File: src/rtl/pipe_hazard_ctrl.sv
// Decode-stage hazard controller: forwarding selects, load-use stall, saturating stall counter.
// Define PIPE_HAZARD_FWD_EN for forwarding; otherwise dependents stall until the producer reaches WB.

module pipe_hazard_ctrl #(
  parameter int CNT_W = 16
) (
  input  logic             i_clk,
  input  logic             i_clr,
  input  logic             i_id_valid,
  input  logic [4:0]       i_id_rs,
  input  logic [4:0]       i_id_rt,
  input  logic             i_id_use_rs,
  input  logic             i_id_use_rt,
  input  logic             i_id_wreg,
  input  logic             i_id_m2reg,
  input  logic [4:0]       i_id_rn,
  output logic             o_stall,
  output logic [1:0]       o_fwda,
  output logic [1:0]       o_fwdb,
  output logic [CNT_W-1:0] o_stall_cnt
);

  typedef struct packed {
    logic       wreg;
    logic       m2reg;
    logic [4:0] rn;
  } slot_t;

  slot_t            r_ex;
  slot_t            r_mem;
  slot_t            r_wb;
  logic [CNT_W-1:0] r_stall_cnt;

  logic       w_ex_a;
  logic       w_ex_b;
  logic       w_mem_a;
  logic       w_mem_b;
  logic       w_stall;
  logic [1:0] w_fwda;
  logic [1:0] w_fwdb;
  logic       w_unused;

  function automatic logic f_match(input logic use_src, input logic [4:0] src, input slot_t s);
    return use_src & s.wreg & (s.rn == src) & (src != 5'd0);
  endfunction

  assign w_ex_a  = f_match(i_id_use_rs, i_id_rs, r_ex);
  assign w_ex_b  = f_match(i_id_use_rt, i_id_rt, r_ex);
  assign w_mem_a = f_match(i_id_use_rs, i_id_rs, r_mem);
  assign w_mem_b = f_match(i_id_use_rt, i_id_rt, r_mem);

`ifdef PIPE_HAZARD_FWD_EN
  // A load in EX has no data yet, so it falls through to the MEM check and raises stall.
  always_comb begin
    w_stall = i_id_valid & (w_ex_a | w_ex_b) & r_ex.m2reg;
    w_fwda  = 2'b00;
    w_fwdb  = 2'b00;
    if (w_ex_a && !r_ex.m2reg) w_fwda = 2'b01;
    else if (w_mem_a)          w_fwda = r_mem.m2reg ? 2'b11 : 2'b10;
    if (w_ex_b && !r_ex.m2reg) w_fwdb = 2'b01;
    else if (w_mem_b)          w_fwdb = r_mem.m2reg ? 2'b11 : 2'b10;
  end

  // WB slot never forwards: the register file writes before it is read.
  assign w_unused = ^r_wb;
`else
  always_comb begin
    w_stall = i_id_valid & (w_ex_a | w_ex_b | w_mem_a | w_mem_b);
    w_fwda  = 2'b00;
    w_fwdb  = 2'b00;
  end

  assign w_unused = ^{r_wb, r_mem.m2reg};
`endif

  always_ff @(posedge i_clk or posedge i_clr) begin
    if (i_clr) begin
      r_ex        <= '0;
      r_mem       <= '0;
      r_wb        <= '0;
      r_stall_cnt <= '0;
    end else begin
      r_wb  <= r_mem;
      r_mem <= r_ex;
      if (i_id_valid && !w_stall) r_ex <= {i_id_wreg, i_id_m2reg, i_id_rn};
      else                        r_ex <= '0;
      if (w_stall && (r_stall_cnt != {CNT_W{1'b1}}))
        r_stall_cnt <= r_stall_cnt + CNT_W'(1);
    end
  end

  assign o_stall     = w_stall;
  assign o_fwda      = w_fwda;
  assign o_fwdb      = w_fwdb;
  assign o_stall_cnt = r_stall_cnt;

endmodule

File: config.mk
export PLATFORM = sky130hd
export DESIGN_NAME = pipe_hazard_ctrl
export DESIGN_NICKNAME = d
export VERILOG_FILES = /design/src/rtl/pipe_hazard_ctrl.sv
export SDC_FILE = /design/constraint.sdc
export NUM_CORES = 1
export LEC_CHECK = 0
export BUFFER_PORTS_ARGS = -buffer_cell sky130_fd_sc_hd__buf_2
export CAP_MARGIN = 30
export CORE_ASPECT_RATIO = 0.9
export CORE_UTILIZATION = 48
export CTS_BUF_LIST = sky130_fd_sc_hd__clkbuf_4 sky130_fd_sc_hd__clkbuf_8
export DETAILED_ROUTE_END_ITERATION = 8
export PLACE_DENSITY_LB_ADDON = 0.25
export SETUP_SLACK_MARGIN = 0.4
export SLEW_MARGIN = 25
export SYNTH_ARGS = -nofsm -noshare
export SYNTH_HDL_FRONTEND = slang
export SYNTH_SLANG_ARGS = --single-unit
File: constraint.sdc
create_clock -name i_clk -period 1.95 [get_ports i_clk]
set_clock_uncertainty 0.1 [all_clocks]
set_input_delay 0.2925 -clock i_clk [delete_from_list [all_inputs] [get_ports i_clk]]
set_output_delay 0.2925 -clock i_clk [all_outputs]
set_load 0.05 [all_outputs]
==> Yosys cells after proc, flatten, opt, wreduce, memory -nomap -nowiden <==
Cells that the tools add are included.
{ "op_classes": {"n_addsub": 1, "mul": 0, "div_mod_pow": 0, "magnitude_cmp": 0, "eq_ne": 5, "n_shift": 0, "n_mux": 1, "n_bitwise": 16, "n_reduce_logical": 5} }
{ "op_table": {"columns": ["operator", "count"], "rows": [
  ["5-bit == test", 4],
  ["16-bit by 1-bit adder with 16-bit output (second input constant)", 1],
  ["16-bit != test (second input constant)", 1],
  ["1-bit bitwise AND", 13],
  ["5-bit nonzero test", 2],
  ["7-bit 2-to-1 mux", 1],
  ["1-bit bitwise OR", 3],
  ["1-bit logical AND", 2],
  ["1-bit logical NOT", 1]
]} }
{ "totals": {"reg_bits": 28, "latchBits": 0, "ram_bits": 0, "rom_bits": 0, "inputBits": 22, "word_cells": 33, "n_memories": 0} }

==> Longest topological paths before layout <==
Gate-level depths: netlist (run 1).
{ "logic_depth": {"depth_word": 10, "mapped_depth": 8, "depth_no_buf": 7} }

==> Least setup slack after synthesis (run 1) <==
No wires, ideal clock.
{ "synth_timing": {"path_type": "reg2out", "startpoint": "register r_ex[4] (netlist name)", "endpoint": "output o_stall", "arrival_ns": 2.062, "required_ns": 1.558, "path_slack_ns": -0.505, "stages_incl_launch_ff": 7, "path_cell_list": "dfrtp_1 xor2_1 nor4_1 a32oi_1 o22a_1 clkbuf_1 nor2b_1"} }
{ "synth_between": {"elab_chain_len": 7, "word_cells_on_any_way": 10, "classes_between": "eq/ne (2); bitwise (8)"} }
{ "synth_lines": {"columns": ["element", "line_no", "source"], "rows": [
  ["from (decl)", "29", "slot_t r_ex;"],
  ["from (signal assigned)", "85", "if (i_id_valid && !w_stall) r_ex <= {i_id_wreg, i_id_m2reg, i_id_rn};"],
  ["5-bit == test", "44", "return use_src & s.wreg & (s.rn == src) & (src != 5'd0);"],
  ["1-bit bitwise AND (2 in a row)", "44", null],
  ["1-bit bitwise OR * (3 in a row)", "68", "w_stall = i_id_valid & (w_ex_a | w_ex_b | w_mem_a | w_mem_b);"],
  ["1-bit bitwise AND *", "68", null],
  ["to (decl)", "17", "output logic o_stall,"]
]} }
Mark *: on every way between the ends. The rest lies on a longest branch, timed or not.

==> Worst setup path after layout (run 1) <==
{ "layout_timing": {"startpoint": "register r_ex[2] (netlist name)", "endpoint": "output o_stall"} }
Same word-level chain as after synthesis.

==> run metrics, run 1 <==
FF-to-FF End o_stall_cnt[4]; Logic pwr share 20.6%; DRT Pass-1 Iters 4; share of cells above drive strength 1 50.0%; Root Driver clkbuf_4; switching share of power 29.8%; DRC viols 0; setup tns final -5.80 ns; Setup CP Type flip-flop to output port; crit path to o_stall; PD cells 546 nW/um^2; status finished with violations; CP max stage delay 0.45 ns; area grow syn2layout 42.1%; I/O pin count 43; CTS Buf Count 3; crit path cell chain xor2_1 -> nor4_2 -> a32oi_1 -> o22a_1 -> buf_12 -> nor2b_4 -> buf_6; CTS clk-pin slew, worst paths 0.15 ns; Main synth FF type dfrtp_1; placer congestion estimate 0.873; class of the worst hold path input pin to flip-flop; core footprint 2820 um^2; ys async rst share 100%; first-pass GRT wire length 5250 um; unrepaired setup endpoints after global routing yes; Total Power 1.13 mW; fill count 183; clock power share 22.3%; Most Crowded Layer GR met2; R2R depth 9; Distinct cells, synth 28; Pleak 1.09 nW; failing checks negative setup slack; Routed WL per cell 14.1 um; M2 GR Usage 37.4%; die area 3250 um^2; starting density of the core 51.6%; input/output buffers 37; internal power 0.792 mW; initial DRC count 43; VDD IR max 0.474 mV; Sink Count 28; instance count of the mapped netlist 133; mapped cell area 1450 um^2; fin cells 228; Final Instance Area 2060 um^2; worst reg2reg setup slack -0.41 ns; worst path arrival time 1.98 ns; std cell rows 18; routed vias 1,219; Slew Limit Fails 0; fin crit share 122%; half-perimeter wire length after placement 2360 um; crit-path max FO 3; Seq/Total Area, Yosys 48.2%; Final min period 2.37 ns; DIE WIDTH 60.0 um; antenna viol nets, final 0; Final setup viols 23; DP Area 1900 um^2; vias per std cell 5.35; initial antenna violation count 0; Final Hold Viols 0; crit path capture type output port; Placed Cells incl. Taps 220; TritonCTS clock tree yes; r2r startpoint r_ex[2]; Worst Setup SP r_ex[2]; die height 54.2 um; Worst Path Required 1.56 ns; H-tree levels 1; CTS max path bufs 2; worst skew pair latency 0.32 ns; met3 Usage GRT 2.16%; CP startpoint kind flip-flop; total gr overflow 0; Warnings, synthesis 0; Post-synth EDFFs 0; CP max stage cell dfrtp_1; largest net degree at the start of global routing 29; NetSw 0.336 mW; Max Cap Violations 0; most frequent cells in the layout 34 x buf_2, 30 x xor2_1, 15 x dfrtp_1; Final #Nets 212; vias in the first global route 1,184; FMAX 422 MHz; Total GRT Usage 22.4%; final wirelength 3210 um; Seq pwr share 57.1%; most common cell after layout, fill and taps aside buf_2; syn_area_per_cell 10.9 um^2; ant diodes 0; Synth Register Bits 28; met1 Track Usage GR 29.9%; setup ws final -0.422 ns; worst slack, placed -0.252 ns
-- worst max-delay path: cells and delay by family (launching register included) --
family,cells,cell delay [ns]
simple gates,2,0.38
buf+inv,2,0.29
flops,1,0.45
xor+xnor,1,0.17
compound gates,2,0.36
-- layer usage --
metal  part of all wire [%]  routed length, um
met1                     46               1480
met5                      0                  0
met2                     49               1570
met4                    1.5                 48
met3                    3.5                112
-- how the worst min path moves through the flow --
stage	from	endpoint	slack (ns)	cells after the start
after CTS	i_id_wreg	r_ex[6]	0.1	2
after floorplan	i_clr	o_stall_cnt[13]	0.26	1
after global placement	i_clr	r_ex[2]	0.27	3
after detailed placement	i_clr	o_stall_cnt[1]	0.27	3
final	i_id_wreg	r_ex[6]	0.11	2
after global routing	i_id_rn[0]	r_ex[0]	0.1	2
-- flip-flops by register name (all words and copies together) (netlist names) --
| register | cells |
|---|---|
| r_mem | 6 |
| o_stall_cnt | 16 |
| r_ex | 6 |
-- cells in the mapped netlist, types with 2 or more instances --
master | count | area share (%)
xor2_1 | 30 | 18
dfrtp_1 | 28 | 48
and3_1 | 9 | 3.9
nand3_1 | 9 | 3.1
nor3_1 | 9 | 3.1
nand2_1 | 5 | 1.3
buf_4 | 4 | 2.1
nor4_1 | 4 | 1.7
xnor2_1 | 4 | 2.4
nand4_1 | 3 | 1.3
nor2_1 | 3 | 0.78
nor4_2 | 3 | 2.6
a32oi_1 | 2 | 1.2
and2_1 | 2 | 0.86
mux2_1 | 2 | 1.6
nor2b_1 | 2 | 0.86
o21ai_0 | 2 | 0.69
or4_1 | 2 | 1.0
-- logic make-up (layout without fill, tap and decap cells) --
kind of cell | count (synthesis) | count (layout) | share of synthesized area (%)
muxes | 2 | 2 | 1.55
buffers and inverters | 8 | 60 | 3.70
DFF | 28 | 28 | 48.2
AOI/OAI and AO/OA | 6 | 6 | 2.84
and+or+nand+nor | 53 | 53 | 22.0
adders and majority gates | 1 | 1 | 0.861
xor gates and xnor gates | 34 | 34 | 20.5
other | 1 | 4 | 0.258
-- stage by stage --
step / utilization (%) / hold slack, ns
6_report: 73.3 / 0.111
5_1_grt: 73.3 / 0.0976
4_1_cts: 71.6 / 0.0970
3_5_place_dp: 67.6 / 0.270
3_3_place_gp: 67.6 / 0.266
2_1_floorplan: - / 0.257
-- power groups by stage --
stage / Sequential, mW / Clock [mW] / Combinational, mW
CTS: 0.645 / 0.266 / 0.228
finish: 0.644 / 0.251 / 0.233
floorplan: 0.694 / 0 / 0.105
global placement: 0.654 / 0 / 0.212
global route: 0.649 / 0.288 / 0.255
detailed placement: 0.656 / 0 / 0.220
-- cell type report --
type                    instances  area, um^2  area share [%]
clock buffers                   4        30.0            1.45
well taps                      40        50.0            2.42
flip-flops and latches         28         717            34.7
repair buffers                 55         354            17.2
multi-input cells             100         910            44.1
inverters                       1        3.75           0.182
-- timing repair --
action,in CTS,in global routing
pin swaps,7,9
buffers inserted,2,1
gates resized for setup,12,9
hold buffers,1,0
endpoints found under the setup margin,23,25
hold endpoints to repair,28,0
(Power assumes the default switching activity.)
==> run 2: changes to the inputs <==
Settings changed: CORE_UTILIZATION 48 to 40.
==> run 2 against run 1 <==
The run still ends with negative setup slack left; cell area up 8.9%; fmax up 1.9%; clock power up 86%; combinational power up 8.6%; utilization down 7.7 points; cell count up 3.9%; first-iteration DRC count down 16%; via count down 1.8%.
==> run metrics, run 2 (synthesized netlist as in run 1, its figures left out) <==
Total GRT Usage 20.2% (-2.2 points); routed vias 1,197 (-1.8%); VDD IR max 0.530 mV (+12%); Top Family by Delay on Critical Path flip-flops; half-perimeter wire length after placement 2420 um (+2.2%); share of cells above drive strength 1 53.9% (+3.9 points); Sink Count 28 (unchanged); Final min period 2.33 ns (-0.0453 ns); class of the worst hold path input pin to flip-flop; Final Hold Viols 0 (unchanged); PD cells 607 nW/um^2 (+11%); final core occ 65.6% (-7.7 points); DRC viols 0 (unchanged); crit path capture type output port; R2R depth 9 (unchanged); initial antenna violation count 0 (unchanged); TritonCTS clock tree yes; hold path start i_id_rn[0]; CP bufs+invs 2 (unchanged); Setup CP Type flip-flop to output port; Pleak 1.18 nW (+8.5%); FMAX 430 MHz (+1.9%); Final setup viols 21 (-8.7%); worst skew pair latency 0.29 ns (-0.03 ns); initial DRC count 36 (-16%); antenna viol nets, final 0 (unchanged); CTS clk-pin slew, worst paths 0.11 ns (-0.04 ns); max reg flops 16 (unchanged); CP startpoint kind flip-flop; H-tree levels 1 (unchanged); first-pass GRT wire length 5770 um (+9.9%); fin cells 237 (+3.9%); DIE WIDTH 65.5 um (+9.2%); CTS max path bufs 2 (unchanged); failing checks negative setup slack; hold path depth 2 (unchanged); vias in the first global route 1,213 (+2.4%); die height 59.2 um (+9.2%); CTS Buf Count 3 (unchanged); Final #Nets 217 (+2.4%); worst slack, placed -0.276 ns (-0.0234 ns); most frequent cells in the layout 36 x buf_2, 29 x xor2_1, 16 x dfrtp_1; DRT Pass-1 Iters 4 (unchanged); Root Driver clkbuf_8; CP max stage delay 0.43 ns (-0.02 ns); Routed WL per cell 14.9 um (+6.0%); final wirelength 3540 um (+10%); core footprint 3430 um^2 (+22%); die area 3880 um^2 (+19%); input/output buffers 37 (unchanged); most common cell after layout, fill and taps aside buf_2; status finished with violations; total gr overflow 0 (unchanged); std cell rows 20 (+2); Max Cap Violations 0 (unchanged); starting density of the core 42.4% (-9.2 points); CP max stage cell dfrtp_1; Slew Limit Fails 0 (unchanged); fin crit share 119% (-2.3 points); r2r startpoint r_ex[2]; vias per std cell 5.05 (-5.5%); crit-path max FO 4 (+1); I/O pin count 43 (unchanged); worst reg2reg setup slack -0.34 ns (+0.07 ns); FF-to-FF End o_stall_cnt[12]; area grow syn2layout 54.8%; unrepaired setup endpoints after global routing yes; crit path cell chain xor2_2 -> nor4_2 -> a32oi_1 -> o22a_1 -> buf_12 -> nor2b_4 -> buf_6; ant diodes 0 (unchanged); placer congestion estimate 0.908 (+4.0%); Placed Cells incl. Taps 222 (+0.91%); largest net degree at the start of global routing 29 (unchanged); setup ws final -0.377 ns (+0.0453 ns); Worst Path Required 1.56 ns (about the same); hold endpoint r_ex[0]; worst path arrival time 1.93 ns (-0.05 ns)
==> run 2: cell count changes in the layout (fill, tap and decap cells not counted), moves of 2 or more <==
cell,before,now
buf_8,0,2
and3_4,0,2
nor3_2,4,0
buf_12,1,4
clkbuf_8,0,3
mux2_1,2,0
clkbuf_4,6,0
mux2_4,0,2
and3_1,9,7
buf_2,34,36
nor3_4,5,9
==> run 2: cell type report <==
| class | count | area [um^2] |
|---|---|---|
| Clock buffer | 3 | 41.3 |
| Clock inverter | 1 | 30.0 |
| Fill cell | 252 | 1180 |
| Inverter | 1 | 3.75 |
| Multi-Input combinational cell | 100 | 960 |
| Sequential cell | 28 | 716 |
| Tap cell | 44 | 55.1 |
| Timing Repair Buffer | 60 | 443 |
==> run 2: stage by stage <==
step	total power [mW]	instance area [um^2]	TNS (ns)	hold slack, ns
final	1.37	2250	-3.74	0.149
after detailed placement	0.872	1890	-3.04	0.279
after floorplan	0.798	1620	-0.291	0.257
after global routing	1.41	2250	-6.57	0.155
after CTS	1.36	2190	-3.67	0.149
after global placement	0.861	1890	-2.17	0.270
==> run 2: repair_timing <==
item / CTS / global route
pin swaps: 28 / 4
hold endpoints to repair: 28 / 0
gates resized for setup: 30 / 8
buffers inserted: 7 / 3
setup endpoints to repair: 23 / 23
hold buffers: 1 / 0
==> run 2: worst max-delay path by stage <==
| stage | slack (ns) | depth (start not counted) | start | to |
|---|---|---|---|---|
| global route | -0.50 | 7 | r_ex[2] | o_stall |
| finish | -0.38 | 7 | r_ex[2] | o_stall |
| floorplan | -0.06 | 6 | r_ex[2] | o_stall |
| CTS | -0.39 | 7 | r_ex[2] | o_stall |
| global placement | -0.21 | 7 | r_ex[4] | o_stall_cnt[12] |
| detailed placement | -0.28 | 8 | i_id_rs[3] | o_stall_cnt[12] |
==> run 2: where the power goes <==
group / switching, mW / internal, mW / leakage (nW)
clock network: 0.192 / 0.275 / 0.0357
logic: 0.152 / 0.101 / 0.789
registers: 0.0367 / 0.609 / 0.358
==> run 2: per-layer routing <==
| layer | part of all wire, % | vias up | track usage, % |
|---|---|---|---|
| li1 | - | 579 | - |
| met3 | 4.0 | 8 | 4.42 |
| met1 | 45 | 579 | 26.7 |
| met2 | 48 | 31 | 32.7 |
| met5 | 0 | - | 0 |
| met4 | 2.3 | 0 | 7.45 |
==> run 2: worst register-to-register path, cell delays in order, from the launching register on <==
cell and delay [ns]:
dfrtp_1 0.43, xor2_2 0.17, nor4_2 0.28, a32oi_1 0.13
o22a_1 0.25, buf_12 0.15, buf_4 0.13, buf_8 0.12
nor3_4 0.12, mux2_4 0.31
